### src/rtl/bgr_pkg.sv
// Shared types, default timing constants and sizing helpers for the bandgap start-up sequencer.
package bgr_pkg;

    typedef enum logic [2:0] {
        IDLE   = 3'd0,
        KICK   = 3'd1,
        SETTLE = 3'd2,
        RUN    = 3'd3,
        FAULT  = 3'd4
    } bgr_state_e;

    localparam int unsigned DEF_PULSE_CYCLES  = 16;
    localparam int unsigned DEF_SETTLE_CYCLES = 1024;
    localparam int unsigned DEF_DROP_CYCLES   = 8;
    localparam int unsigned DEF_MAX_RETRIES   = 3;

    // Bits needed to hold values 0..max_val (never less than 1).
    function automatic int unsigned cnt_w(input int unsigned max_val);
        if (max_val < 1) begin
            return 1;
        end
        return $clog2(max_val + 1);
    endfunction

    function automatic int unsigned max2(input int unsigned a, input int unsigned b);
        return (a > b) ? a : b;
    endfunction

endpackage

### src/rtl/bgr_startup_seq_if.sv
// Control/status bundle between the sequencer and the bandgap top / system controller.
interface bgr_startup_seq_if
    import bgr_pkg::*;
#(
    parameter int unsigned FC_W = cnt_w(DEF_MAX_RETRIES)
);
    logic            en;
    logic            vbg_ok;
    logic            porst;
    logic            ready;
    logic            fault;
    logic [FC_W-1:0] fail_cnt;

    // Controller / analog side: supplies enable and comparator flag.
    modport master (
        output en,
        output vbg_ok,
        input  porst,
        input  ready,
        input  fault,
        input  fail_cnt
    );

    // Sequencer side.
    modport slave (
        input  en,
        input  vbg_ok,
        output porst,
        output ready,
        output fault,
        output fail_cnt
    );
endinterface

### src/rtl/bgr_sync2.sv
// Two-flop synchronizer for the asynchronous comparator flag; resets to 0.
module bgr_sync2 (
    input  logic clk,
    input  logic rst,
    input  logic i_d,
    output logic o_q
);
    logic r_meta;
    logic r_sync;

    // Double-register the async input into the clk domain.
    always_ff @(posedge clk or posedge rst) begin
        if (rst) begin
            r_meta <= 1'b0;
            r_sync <= 1'b0;
        end else begin
            r_meta <= i_d;
            r_sync <= r_meta;
        end
    end

    assign o_q = r_sync;
endmodule

### src/rtl/bgr_startup_seq.sv
// Bandgap start-up kick, settle check, dropout supervision and bounded retry sequencer.
module bgr_startup_seq
    import bgr_pkg::*;
#(
    parameter int unsigned PULSE_CYCLES  = DEF_PULSE_CYCLES,
    parameter int unsigned SETTLE_CYCLES = DEF_SETTLE_CYCLES,
    parameter int unsigned DROP_CYCLES   = DEF_DROP_CYCLES,
    parameter int unsigned MAX_RETRIES   = DEF_MAX_RETRIES
) (
    input  logic               clk,
    input  logic               rst,
    bgr_startup_seq_if.slave   bus
);
    localparam int unsigned PH_W = cnt_w(max2(PULSE_CYCLES, SETTLE_CYCLES));
    localparam int unsigned DR_W = cnt_w(DROP_CYCLES);
    localparam int unsigned FC_W = cnt_w(MAX_RETRIES);

    bgr_state_e      r_state;
    bgr_state_e      w_state_nxt;
    logic [PH_W-1:0] r_ph;
    logic [PH_W-1:0] w_ph_nxt;
    logic [DR_W-1:0] r_drop;
    logic [DR_W-1:0] w_drop_nxt;
    logic [FC_W-1:0] r_fail;
    logic [FC_W-1:0] w_fail_nxt;
    logic            r_porst;
    logic            w_porst_nxt;
    logic            r_ready;
    logic            w_ready_nxt;
    logic            r_fault;
    logic            w_fault_nxt;
    logic            w_fail_event;
    logic            w_ok_s;

    bgr_sync2 u_sync (
        .clk (clk),
        .rst (rst),
        .i_d (bus.vbg_ok),
        .o_q (w_ok_s)
    );

    // State, counters and registered outputs; reset drops porst asynchronously.
    always_ff @(posedge clk or posedge rst) begin
        if (rst) begin
            r_state <= IDLE;
            r_ph    <= '0;
            r_drop  <= '0;
            r_fail  <= '0;
            r_porst <= 1'b0;
            r_ready <= 1'b0;
            r_fault <= 1'b0;
        end else begin
            r_state <= w_state_nxt;
            r_ph    <= w_ph_nxt;
            r_drop  <= w_drop_nxt;
            r_fail  <= w_fail_nxt;
            r_porst <= w_porst_nxt;
            r_ready <= w_ready_nxt;
            r_fault <= w_fault_nxt;
        end
    end

    // Next-state, counter and output decode; en=0 overrides every other decision.
    always_comb begin
        w_state_nxt  = r_state;
        w_ph_nxt     = r_ph;
        w_drop_nxt   = r_drop;
        w_fail_nxt   = r_fail;
        w_porst_nxt  = r_porst;
        w_ready_nxt  = r_ready;
        w_fault_nxt  = r_fault;
        w_fail_event = 1'b0;

        unique case (r_state)
            IDLE: begin
                w_porst_nxt = 1'b0;
                w_ready_nxt = 1'b0;
                w_fault_nxt = 1'b0;
                if (bus.en) begin
                    w_state_nxt = KICK;
                    w_ph_nxt    = '0;
                    w_porst_nxt = 1'b1;
                end
            end
            KICK: begin
                if (r_ph == PH_W'(PULSE_CYCLES - 1)) begin
                    w_state_nxt = SETTLE;
                    w_ph_nxt    = '0;
                    w_porst_nxt = 1'b0;
                end else begin
                    w_ph_nxt = r_ph + PH_W'(1);
                end
            end
            SETTLE: begin
                if (r_ph == PH_W'(SETTLE_CYCLES - 1)) begin
                    w_ph_nxt = '0;
                    if (w_ok_s) begin
                        w_state_nxt = RUN;
                        w_ready_nxt = 1'b1;
                        w_drop_nxt  = '0;
                    end else begin
                        w_fail_event = 1'b1;
                    end
                end else begin
                    w_ph_nxt = r_ph + PH_W'(1);
                end
            end
            RUN: begin
                if (w_ok_s) begin
                    w_drop_nxt = '0;
                end else if (r_drop == DR_W'(DROP_CYCLES - 1)) begin
                    w_fail_event = 1'b1;
                end else begin
                    w_drop_nxt = r_drop + DR_W'(1);
                end
            end
            FAULT: begin
                w_porst_nxt = 1'b0;
                w_ready_nxt = 1'b0;
                w_fault_nxt = 1'b1;
            end
            default: begin
                w_state_nxt = IDLE;
            end
        endcase

        // Failure: count it, then either re-kick or give up.
        if (w_fail_event) begin
            w_ph_nxt    = '0;
            w_drop_nxt  = '0;
            w_ready_nxt = 1'b0;
            if (r_fail >= FC_W'(MAX_RETRIES - 1)) begin
                w_fail_nxt  = FC_W'(MAX_RETRIES);
                w_state_nxt = FAULT;
                w_fault_nxt = 1'b1;
                w_porst_nxt = 1'b0;
            end else begin
                w_fail_nxt  = r_fail + FC_W'(1);
                w_state_nxt = KICK;
                w_porst_nxt = 1'b1;
            end
        end

        if (!bus.en) begin
            w_state_nxt = IDLE;
            w_ph_nxt    = '0;
            w_drop_nxt  = '0;
            w_fail_nxt  = '0;
            w_porst_nxt = 1'b0;
            w_ready_nxt = 1'b0;
            w_fault_nxt = 1'b0;
        end
    end

    assign bus.porst    = r_porst;
    assign bus.ready    = r_ready;
    assign bus.fault    = r_fault;
    assign bus.fail_cnt = r_fail;
endmodule

### src/flat_wrapper.sv
// flat-port wrapper written by rule: the top's interface ports become plain ports
module bgr_startup_seq_flat import bgr_pkg::*;
#(
    parameter int unsigned PULSE_CYCLES  = DEF_PULSE_CYCLES,
    parameter int unsigned SETTLE_CYCLES = DEF_SETTLE_CYCLES,
    parameter int unsigned DROP_CYCLES   = DEF_DROP_CYCLES,
    parameter int unsigned MAX_RETRIES   = DEF_MAX_RETRIES
)
  (clk, rst, bus_en, bus_vbg_ok, bus_porst, bus_ready, bus_fault, bus_fail_cnt);
  bgr_startup_seq_if #(.FC_W((2))) bus_i ();
  input  logic clk;
  input  logic rst;
  input wire logic [$bits(bus_i.en)-1:0] bus_en;
  input wire logic [$bits(bus_i.vbg_ok)-1:0] bus_vbg_ok;
  output wire logic [$bits(bus_i.porst)-1:0] bus_porst;
  output wire logic [$bits(bus_i.ready)-1:0] bus_ready;
  output wire logic [$bits(bus_i.fault)-1:0] bus_fault;
  output wire logic [$bits(bus_i.fail_cnt)-1:0] bus_fail_cnt;
  assign bus_i.en = bus_en;
  assign bus_i.vbg_ok = bus_vbg_ok;
  assign bus_porst = bus_i.porst;
  assign bus_ready = bus_i.ready;
  assign bus_fault = bus_i.fault;
  assign bus_fail_cnt = bus_i.fail_cnt;
  bgr_startup_seq #(.PULSE_CYCLES(PULSE_CYCLES), .SETTLE_CYCLES(SETTLE_CYCLES), .DROP_CYCLES(DROP_CYCLES), .MAX_RETRIES(MAX_RETRIES)) u_core (.clk(clk), .rst(rst), .bus(bus_i));
endmodule
### config.mk
export PLATFORM = sky130hd
export DESIGN_NAME = bgr_startup_seq_flat
export DESIGN_NICKNAME = d
export VERILOG_FILES = /design/src/rtl/bgr_pkg.sv /design/src/rtl/bgr_startup_seq_if.sv /design/src/rtl/bgr_sync2.sv /design/src/rtl/bgr_startup_seq.sv /design/src/flat_wrapper.sv
export SDC_FILE = /design/constraint.sdc
export NUM_CORES = 1
export LEC_CHECK = 0
export ABC_AREA = 1
export ABC_CLOCK_PERIOD_IN_PS = 1630
export CORE_MARGIN = 5
export CORE_UTILIZATION = 40
export CTS_CLUSTER_SIZE = 20
export DETAILED_ROUTE_END_ITERATION = 16
export SYNTH_ARGS = -nofsm -noshare
export SYNTH_HDL_FRONTEND = slang
export SYNTH_HIERARCHICAL = 1
export SYNTH_SLANG_ARGS = --single-unit
export TNS_END_PERCENT = 100
### constraint.sdc
create_clock -name clk -period 1.63 [get_ports clk]
set_input_delay 0.326 -clock clk [delete_from_list [all_inputs] [get_ports clk]]
set_output_delay 0.326 -clock clk [all_outputs]
set_load 0.02 [all_outputs]
# ---- After elaboration in Yosys (flattened, before gate mapping)
# Index checks and enable logic that the tools add are counted.
dict set report totals {
  register_bits 25
  input_bits 4
  output_inout_bits 5
  word_cells 78
}
dict set report classes {
  n_addsub 3
  order_cmp 1
  eq_ne 17
  muxes 41
  reduce_logical 7
}
# operator count
set ops {}
lappend ops {{$mux W11} 4}
lappend ops {{$pmux W11 S3} 1}
lappend ops {{$mux W4} 6}
lappend ops {{$mux W3} 6}
lappend ops {{$mux W1} 15}
lappend ops {{$ne A4 B2 Y1 const B} 3}
lappend ops {{$pmux W3 S4} 1}
lappend ops {{$add A11 B1 Y11 const B} 1}
lappend ops {{$eq A11 B10 Y1 const B} 1}
lappend ops {{$eq A11 B4 Y1 const B} 1}
lappend ops {{$ne A5 B1 Y1 const B} 2}
lappend ops {{$pmux W4 S2} 1}
lappend ops {{$reduce_and A4 Y1} 2}
lappend ops {{$eq A3 B2 Y1 const B} 2}
lappend ops {{$mux W2} 3}
lappend ops {{$pmux W1 S2} 3}
lappend ops {{$ne A5 B4 Y1 const B} 1}
lappend ops {{$add A4 B1 Y4 const B} 1}
lappend ops {{$eq A4 B3 Y1 const B} 1}
lappend ops {{$ne A4 B1 Y1 const B} 1}
lappend ops {{$ne A4 B3 Y1 const B} 1}
lappend ops {{$reduce_or A2 Y1} 2}
lappend ops {{$eq A3 B1 Y1 const B} 1}
lappend ops {{$eq A3 B3 Y1 const B} 1}
lappend ops {{other kinds (8)} 8}

# ---- Logic depth before layout (Yosys ltp)
# Gate-level depths: netlist (run 1).
dict set report logic_depth {
  word_depth 6
  depth_mapped 11
  depth_no_buf 11
}

# ---- Modules after synthesis
# The synthesis (run 1) kept the hierarchy.
# mod instances cells_per_inst area_per_inst_um2 seq_area_each_um2
set by_module_without_submodules {}
lappend by_module_without_submodules {bgr_startup_seq 1 201 1446.4 575.6}
lappend by_module_without_submodules {bgr_sync2 1 3 53.8 50.0}

# ---- Worst setup path before layout (run 1)
# Ideal clock, no wire load.
dict set report synth_path {
  path_type {register to register}
  start {register u_core.r_ph[0]}
  end {register u_core.r_ph[0]}
  setup_ns 0.126
  arrival_ns 1.477
  required_ns 1.504
  path_slack_ns 0.027
  stages_incl_launch_ff 11
  n_path_buf 0
  synth_period_minus_slack_ns 1.603
  cell_sequence {dfrtp_1 ha_1 nand2_1 nor2_4 nand3_4 o21bai_4 nor2_4 nand2_4 inv_2 nand2_1 o21ai_1}
}
dict set report synth_between {
  elab_chain_len 5
  word_cells_on_any_way 11
  cone_classes {add/sub (1); eq/ne (3); mux (7)}
}
# element line_no
set synth_rtl {}
lappend synth_rtl {{from (decl)} bgr_startup_seq.sv:20} ;# logic [PH_W-1:0] r_ph;
lappend synth_rtl {{from (signal assigned)} bgr_startup_seq.sv:54} ;# r_ph <= w_ph_nxt;
lappend synth_rtl {{$add A11 B1 Y11 (tied with other cells)} {bgr_startup_seq.sv:91, bgr_startup_seq.sv:105}}
lappend synth_rtl {{$mux W11 (tied with other cells)} bgr_startup_seq.sv:95} ;# if (r_ph == PH_W'(SETTLE_CYCLES - 1)) begin
lappend synth_rtl {{$pmux W11 S3 / $pmux W1 S2 (equally long branches)} bgr_startup_seq.sv:74} ;# unique case (r_state)
lappend synth_rtl {{$mux W11} bgr_startup_seq.sv:128} ;# if (w_fail_event) begin
lappend synth_rtl {{$mux W11} bgr_startup_seq.sv:144} ;# if (!bus.en) begin
# Parallel ways exist; a longest one is shown, timed or not.
# A chain may end at the register's enable or synchronous reset.

# ---- Worst setup path in the final report (run 1)
dict set report layout_path {
  start {register u_core.r_drop[1]}
  end {register u_core.r_ph[4]}
}
dict set report layout_between {
  elab_chain_len 6
  word_cells_on_any_way 7
  cone_classes {eq/ne (2); mux (5)}
}
# element line_no
set layout_rtl {}
lappend layout_rtl {{from (decl)} bgr_startup_seq.sv:22} ;# logic [DR_W-1:0] r_drop;
lappend layout_rtl {{from (signal assigned)} bgr_startup_seq.sv:55} ;# r_drop <= w_drop_nxt;
lappend layout_rtl {{$eq A4 B3 Y1 *} bgr_startup_seq.sv:111} ;# end else if (r_drop == DR_W'(DROP_CYCLES - 1)) begin
lappend layout_rtl {{$mux W1 *} bgr_startup_seq.sv:111}
lappend layout_rtl {{$mux W1 *} bgr_startup_seq.sv:109} ;# if (w_ok_s) begin
lappend layout_rtl {{$pmux W1 S2 *} bgr_startup_seq.sv:74}
lappend layout_rtl {{$mux W11} bgr_startup_seq.sv:128}
lappend layout_rtl {{$mux W11} bgr_startup_seq.sv:144}
# Every way passes the cells marked *; elsewhere a longest branch is shown, timed or not.

==> results of run 1 <==
flip-flops by register name, summed over array words and instances, names as in the netlist:
name                  count
u_core/r_ph              11
u_core/r_drop             4
u_core/r_state            3
u_core/bus.fail_cnt       2
u_core/bus.fault          1
u_core/bus.porst          1
u_core/bus.ready          1
u_core/u_sync/o_q         1
u_core/u_sync/r_meta      1
cell usage in the layout, fill, tap and decap left out, types with 2 or more instances in the layout:
cell type,instances
xor2_1,2
nor3_1,3
o21ai_1,7
dfrtp_1,25
o21ai_0,11
nand3_1,15
inv_2,2
buf_4,32
inv_1,24
nor2_1,18
o22ai_1,3
clkbuf_8,3
ha_2,2
xnor2_1,2
a21oi_1,5
nor2_4,3
nor2_2,6
nand2_2,9
nand2_1,50
clkdlybuf4s50_1,6
nand4_1,4
per-layer routing:
layer | GRT usage [%] | part of all wire, % | vias to the layer above
met3 | 1.96 | 2.0 | 6
met2 | 26.1 | 50 | 22
met4 | 3.76 | 0.75 | 0
met5 | 0 | 0 | -
met1 | 20.2 | 47 | 674
li1 | - | - | 755
how the worst max path moves through the flow:
stage,from,end,slack [ns],depth (start not counted)
5_1_grt,u_core/r_drop[1],u_core/r_ph[4],-0.12,10
4_1_cts,u_core/r_ph[0],u_core/r_ph[1],-0.01,9
3_3_place_gp,u_core/r_ph[0],u_core/r_drop[1],-0.17,10
6_report,u_core/r_drop[1],u_core/r_ph[4],-0.02,10
3_5_place_dp,u_core/r_ph[0],u_core/r_drop[3],-0.12,10
2_1_floorplan,u_core/r_ph[0],u_core/r_ph[0],0.03,10
cell type report:
type | instances | area share, %
flip-flops and latches | 25 | 30.9
multi-input cells | 152 | 41.8
clock buffers | 3 | 2.04
inverters | 27 | 5.14
clock inverters | 1 | 0.248
repair buffers | 41 | 16.9
well taps | 48 | 2.97
cells by family after synthesis:
group	count (synthesis)	synth area share [%]
compound gates	32	12.5
xor+xnor	4	2.34
fa+ha+maj	2	1.67
buf+inv	28	7.01
flops	25	41.7
simple gates	113	34.8
report_power, final:
group | internal [mW] | total [mW] | leakage [nW] | switching (mW)
combinational | 0.266 | 0.689 | 0.604 | 0.423
sequential | 0.675 | 0.731 | 0.340 | 0.0553
clock | 0.171 | 0.366 | 0.0255 | 0.195
total | 1.11 | 1.79 | 0.970 | 0.674
stage by stage:
| stage | utilization [%] | cell area, um2 | setup TNS [ns] | hold slack (ns) | power (mW) |
|---|---|---|---|---|---|
| 2_1_floorplan | - | 1500 | 0 | 0.0672 | 1.10 |
| 3_3_place_gp | 50.6 | 1850 | -0.657 | 0.337 | 1.36 |
| 3_5_place_dp | 50.6 | 1850 | -0.469 | 0.340 | 1.36 |
| 4_1_cts | 52.6 | 1930 | -0.0175 | 0.218 | 1.76 |
| 5_1_grt | 55.2 | 2020 | -1.39 | 0.227 | 1.91 |
| 6_report | 55.2 | 2020 | -0.0415 | 0.223 | 1.79 |
worst max-delay path, cell delays in order (launching register included):
cell and delay, ns:
dfrtp_1 0.39, ha_2 0.20, nand2_2 0.06, inv_2 0.04
nand2_2 0.05, nor2_2 0.04, o21bai_4 0.19, nor2_4 0.27
buf_12 0.15, o21ai_4 0.06, o22ai_1 0.13
what timing repair did:
| item | in CTS | in global routing |
|---|---|---|
| pin swaps | 3 | 14 |
| gates cloned | 0 | 1 |
| buffers inserted | 0 | 4 |
| endpoints found under the hold margin | 0 | 0 |
| resized for setup | 11 | 15 |
| endpoints found under the setup margin | 13 | 22 |
==> flow_metrics.tcl, run 1 <==
set metrics [dict create \
    synth_top_flop_cell "dfrtp_1" \
    violations "setup timing" \
    ys_ff_latch 25 \
    ys_seq_area_share_pct 41.7 \
    r2r_start "u_core/r_drop[1]" \
    seqCellArea_um2 626 \
    n_fill_cell 338 \
    ctsLongestPathBuffers 2 \
    cts_tree "yes" \
    antenna_cells 0 \
    dp.cells 288 \
    core_area_um2 3660 \
    die_x_um 71.2 \
    outcome "finished with violations" \
    clock_skew_ns 0.00291 \
    final_cells 297 \
    path_clk_slew_ns 0.09 \
    synth_top_area_share_pct 41.7 \
    cp_max_fo 6 \
    grt_pass1_wl_mm 6.28 \
    drive_gt1_share_pct 27.7 \
    required_ns 1.82 \
    ir_drop_mv 0.660 \
    routed_wl_mm 3.71 \
    hold_violations 0 \
    timing_worst_slew_pin_value_ns 0.322 \
    maxSlewHeadroom_pct 78.5 \
    die_h_um 71.2 \
    power.leakage_nw 0.970 \
    io_pins 9 \
    dr.pass1.iters 4 \
    cts_buffers 3 \
    place_hpwl_mm 2.81 \
    syn-num-nets 210 \
    grtUsageTotal_pct 15.2 \
    r2r-end "u_core/r_ph[4]" \
    syn2layout_area_growth_pct 34.8 \
    via_count 1457 \
    avgViaCountPerCell 4.91 \
    fmax_mhz 606 \
    synth_edf_count 0 \
    cp_data_arrival_time_ns 1.84 \
    synth_largest_area_cell "dfrtp_1" \
    ys_top_cells_by_count "nand2_1, dfrtp_1, inv_1" \
    synth_cell_type_count 28 \
    finalSetupViolCount 4 \
    avgRoutedWirePerCell_um 12.5 \
    io_buffers 8 \
    first_global_vias 1429 \
    drt_first_iter_violations 73 \
    path_class "flop to flop" \
    avgSynthCellArea_um2 7.35 \
    grt_remaining_overflow 0 \
    reg2reg_slack_ns -0.02 \
    die_area_um2 5080 \
    layout.nets 256 \
    min_path_type "primary input to async pin" \
    route.detailed.drc 0 \
    maxCapViolations 0 \
    period_needed_ns 1.65 \
    multiInputGateArea_um2 845 \
    start_util_pct 41.0 \
    async_reset_ff_share_pct 100 \
    pre_cts_ws_ns -0.123 \
    start_kind "flop" \
    cts.sinks 25 \
    critPathCaptureType "flop" \
    antenna_left 0 \
    grt_start_max_net_pins 24 \
    synth_cells 204 \
    slew_viol_final 0 \
    period_share_pct 101 \
    ctsHtreeMaxLevel 1 \
    holdBufCountCts 0 \
    synth_area_um2 1500 \
    ctsRootBufferMaster "clkbuf_8" \
    powerDensity_nw_per_um2 883 \
    reg2reg_depth 10 \
    layout_setup_ws_ns -0.0212 \
    synth.most_common_cell "nand2_1" \
    clock_latency_ns 0.27 \
    ys_warn_count 6 \
    synth_area_leaders "dfrtp_1, nand2_1, inv_1, nor2_1, nand3_1" \
    globalplace.congestion 0.861 \
    antenna_found_initial 0 \
    rsz0062_at_grt "yes" \
    rows 22 \
]
(Power assumes the default switching activity.)
==> inputs of run 2 (changes only) <==
Settings changed: CAP_MARGIN set to 30, CTS_BUF_LIST set to sky130_fd_sc_hd__clkbuf_16.
==> run 2 against run 1 <==
  * The flow still finishes with violations (setup timing)
  * Sequential power barely moved
  * Utilization rose by 1.3 points
  * Non-clock buffer count fell by 2
  * Worst setup slack improved by 0.0030 ns
  * Clock power rose by 49%
  * Global-route usage rose by 0.18 points
  * Maximum frequency rose by 0.18%
  * Combinational power rose by 1%
  * Register-to-register slack barely moved
==> flow_metrics.tcl, run 2 (same netlist as run 1, synthesis figures left out) <==
set metrics [dict create \
    outcome "finished with violations" \
    violations "setup timing" \
    ir_drop_mv 0.691 \
    avgViaCountPerCell 4.99 \
    clock_skew_ns 0.00329 \
    maxCapViolations 0 \
    start_util_pct 41.0 \
    drt_first_iter_violations 77 \
    cp_common_cell "nor2_4" \
    io_buffers 8 \
    fmax_mhz 607 \
    period_share_pct 101 \
    pre_cts_ws_ns -0.123 \
    layout_setup_ws_ns -0.0182 \
    ctsLongestPathBuffers 2 \
    path_class "flop to flop" \
    avgRoutedWirePerCell_um 12.5 \
    grtUsageTotal_pct 15.4 \
    power.total_mw 1.97 \
    cp-endpoint "u_core/r_state[0]" \
    via_count 1471 \
    power.switching_mw 0.700 \
    r2r_start "u_core/r_ph[0]" \
    min_path_type "primary input to async pin" \
    reg2reg_slack_ns -0.02 \
    clock_latency_ns 0.26 \
    final_util_pct 56.6 \
    period_needed_ns 1.65 \
    slew_viol_final 0 \
    required_ns 1.78 \
    largest-register "u_core/r_ph" \
    die_x_um 71.2 \
    cts_tree "yes" \
    reg.largest.list "u_core/r_ph x11, u_core/r_drop x4, u_core/r_state x3" \
    grt_util_met2_pct 26.1 \
    cp_data_arrival_time_ns 1.80 \
    cpMaxStageDelayCell "dfrtp_1" \
    hold_violations 0 \
    reg2reg_depth 10 \
    syn2layout_area_growth_pct 38.0 \
    antenna_found_initial 0 \
    drive_gt1_share_pct 27.5 \
    dr.pass1.iters 4 \
    timing_worst_slew_pin_value_ns 0.484 \
    whs_ns 0.236 \
    die_h_um 71.2 \
    cts_buffers 3 \
    grt_pass1_wl_mm 6.29 \
    route.detailed.drc 0 \
    layout_common_cells "nand2_1, buf_4, inv_1, dfrtp_1, nor2_1" \
    routed_wl_mm 3.70 \
    busiest_layer "met2" \
    antenna_cells 0 \
    slowest_delay_ns 0.37 \
    p_int_mw 1.27 \
    power_frac_seq_pct 37.2 \
    holdBufCountCts 0 \
    power.share.switching_pct 35.4 \
    grt_remaining_overflow 0 \
    power.leakage_nw 0.989 \
    antenna_left 0 \
    ctsHtreeMaxLevel 1 \
    cts.sinks 25 \
    fin_setup_tns_ns -0.0399 \
    final_common_cell "nand2_1" \
    grt_start_max_net_pins 24 \
    critPathCaptureType "flop" \
    core_area_um2 3660 \
    powerDensity_nw_per_um2 953 \
    maxSlewHeadroom_pct 67.6 \
    rsz0062_at_grt "yes" \
    power_frac_comb_pct 35.3 \
    largest_register_ffs 11 \
    finalSetupViolCount 3 \
    grtUsageMet1_pct 20.0 \
    rows 22 \
    globalplace.congestion 0.861 \
    path_cells "ha_2, nand2_2, nor2_4, nand3_4, o21bai_4, nor2_4, buf_12, buf_4, nand3_1, nand2_1" \
    path_clk_slew_ns 0.06 \
    startpoint "u_core/r_ph[0]" \
    place_hpwl_mm 2.81 \
    p_clk_share_pct 27.6 \
    use_met3_pct 2.38 \
    io_pins 9 \
    cp_max_fo 8 \
    ctsRootBufferMaster "clkbuf_16" \
    first_global_vias 1422 \
    start_kind "flop" \
    layout.nets 254 \
    die_area_um2 5080 \
    r2r-end "u_core/r_state[0]" \
]
[run 2: cell types whose count changed in the layout (fill, tap and decap cells not counted), sizes merged]
cell  previous run  this run
buf             33        31
[run 2: power groups by stage]
stage	Combinational (mW)	Sequential (mW)	Clock, mW
floorplan	0.345	0.755	0
finish	0.696	0.734	0.544
global placement	0.624	0.739	0
CTS	0.647	0.727	0.562
global route	0.768	0.742	0.585
detailed placement	0.622	0.737	0
[run 2: per-stage QoR]
stage | area, um2 | instances
2_1_floorplan | 1500 | 204
3_3_place_gp | 1850 | 288
3_5_place_dp | 1850 | 288
4_1_cts | 1980 | 292
5_1_grt | 2070 | 295
6_report | 2070 | 295
[run 2: worst min path at each step]
| stage | from | endpoint | slack (ns) | depth (start not counted) |
|---|---|---|---|---|
| finish | rst | u_core/u_sync/o_q | 0.24 | 2 |
| global route | rst | u_core/u_sync/r_meta | 0.25 | 2 |
| CTS | rst | u_core/u_sync/r_meta | 0.24 | 2 |
| detailed placement | u_core/u_sync/r_meta | u_core/u_sync/o_q | 0.34 | 0 |
| global placement | u_core/u_sync/r_meta | u_core/u_sync/o_q | 0.34 | 0 |
| floorplan | rst | u_core/u_sync/o_q | 0.07 | 1 |
[run 2: per-layer routing]
| metal | wire, um | up-vias | part of all wire (%) |
|---|---|---|---|
| met2 | 1790 | 33 | 48 |
| met5 | 0 | - | 0 |
| li1 | - | 752 | - |
| met4 | 56 | 0 | 1.5 |
| met3 | 139 | 7 | 3.8 |
| met1 | 1710 | 679 | 46 |
[run 2: worst max-delay path: cells and delay by family (launching register included)]
family | cells | cell delay, ns
and+or+nand+nor | 6 | 0.50
DFF | 1 | 0.37
buffers and inverters | 2 | 0.27
adders and majority gates | 1 | 0.20
AOI/OAI and AO/OA | 1 | 0.20
[run 2: final cells by class]
type / count / area [um2]
tap: 48 / 60.1
fill: 335 / 1590
sequential: 25 / 626
inverter: 27 / 104
timing repair buffer: 39 / 334
clock inverter: 1 / 5.00
multi-input combinational: 152 / 867
clock buffer: 3 / 75.1
[run 2: timing repair]
| item | in CTS | in global routing |
|---|---|---|
| buffers inserted | 0 | 6 |
| endpoints found under the setup margin | 11 | 21 |
| gates resized for setup | 15 | 20 |
| hold endpoints to repair | 0 | 0 |
| pin swaps | 7 | 10 |
| gates cloned | 0 | 1 |
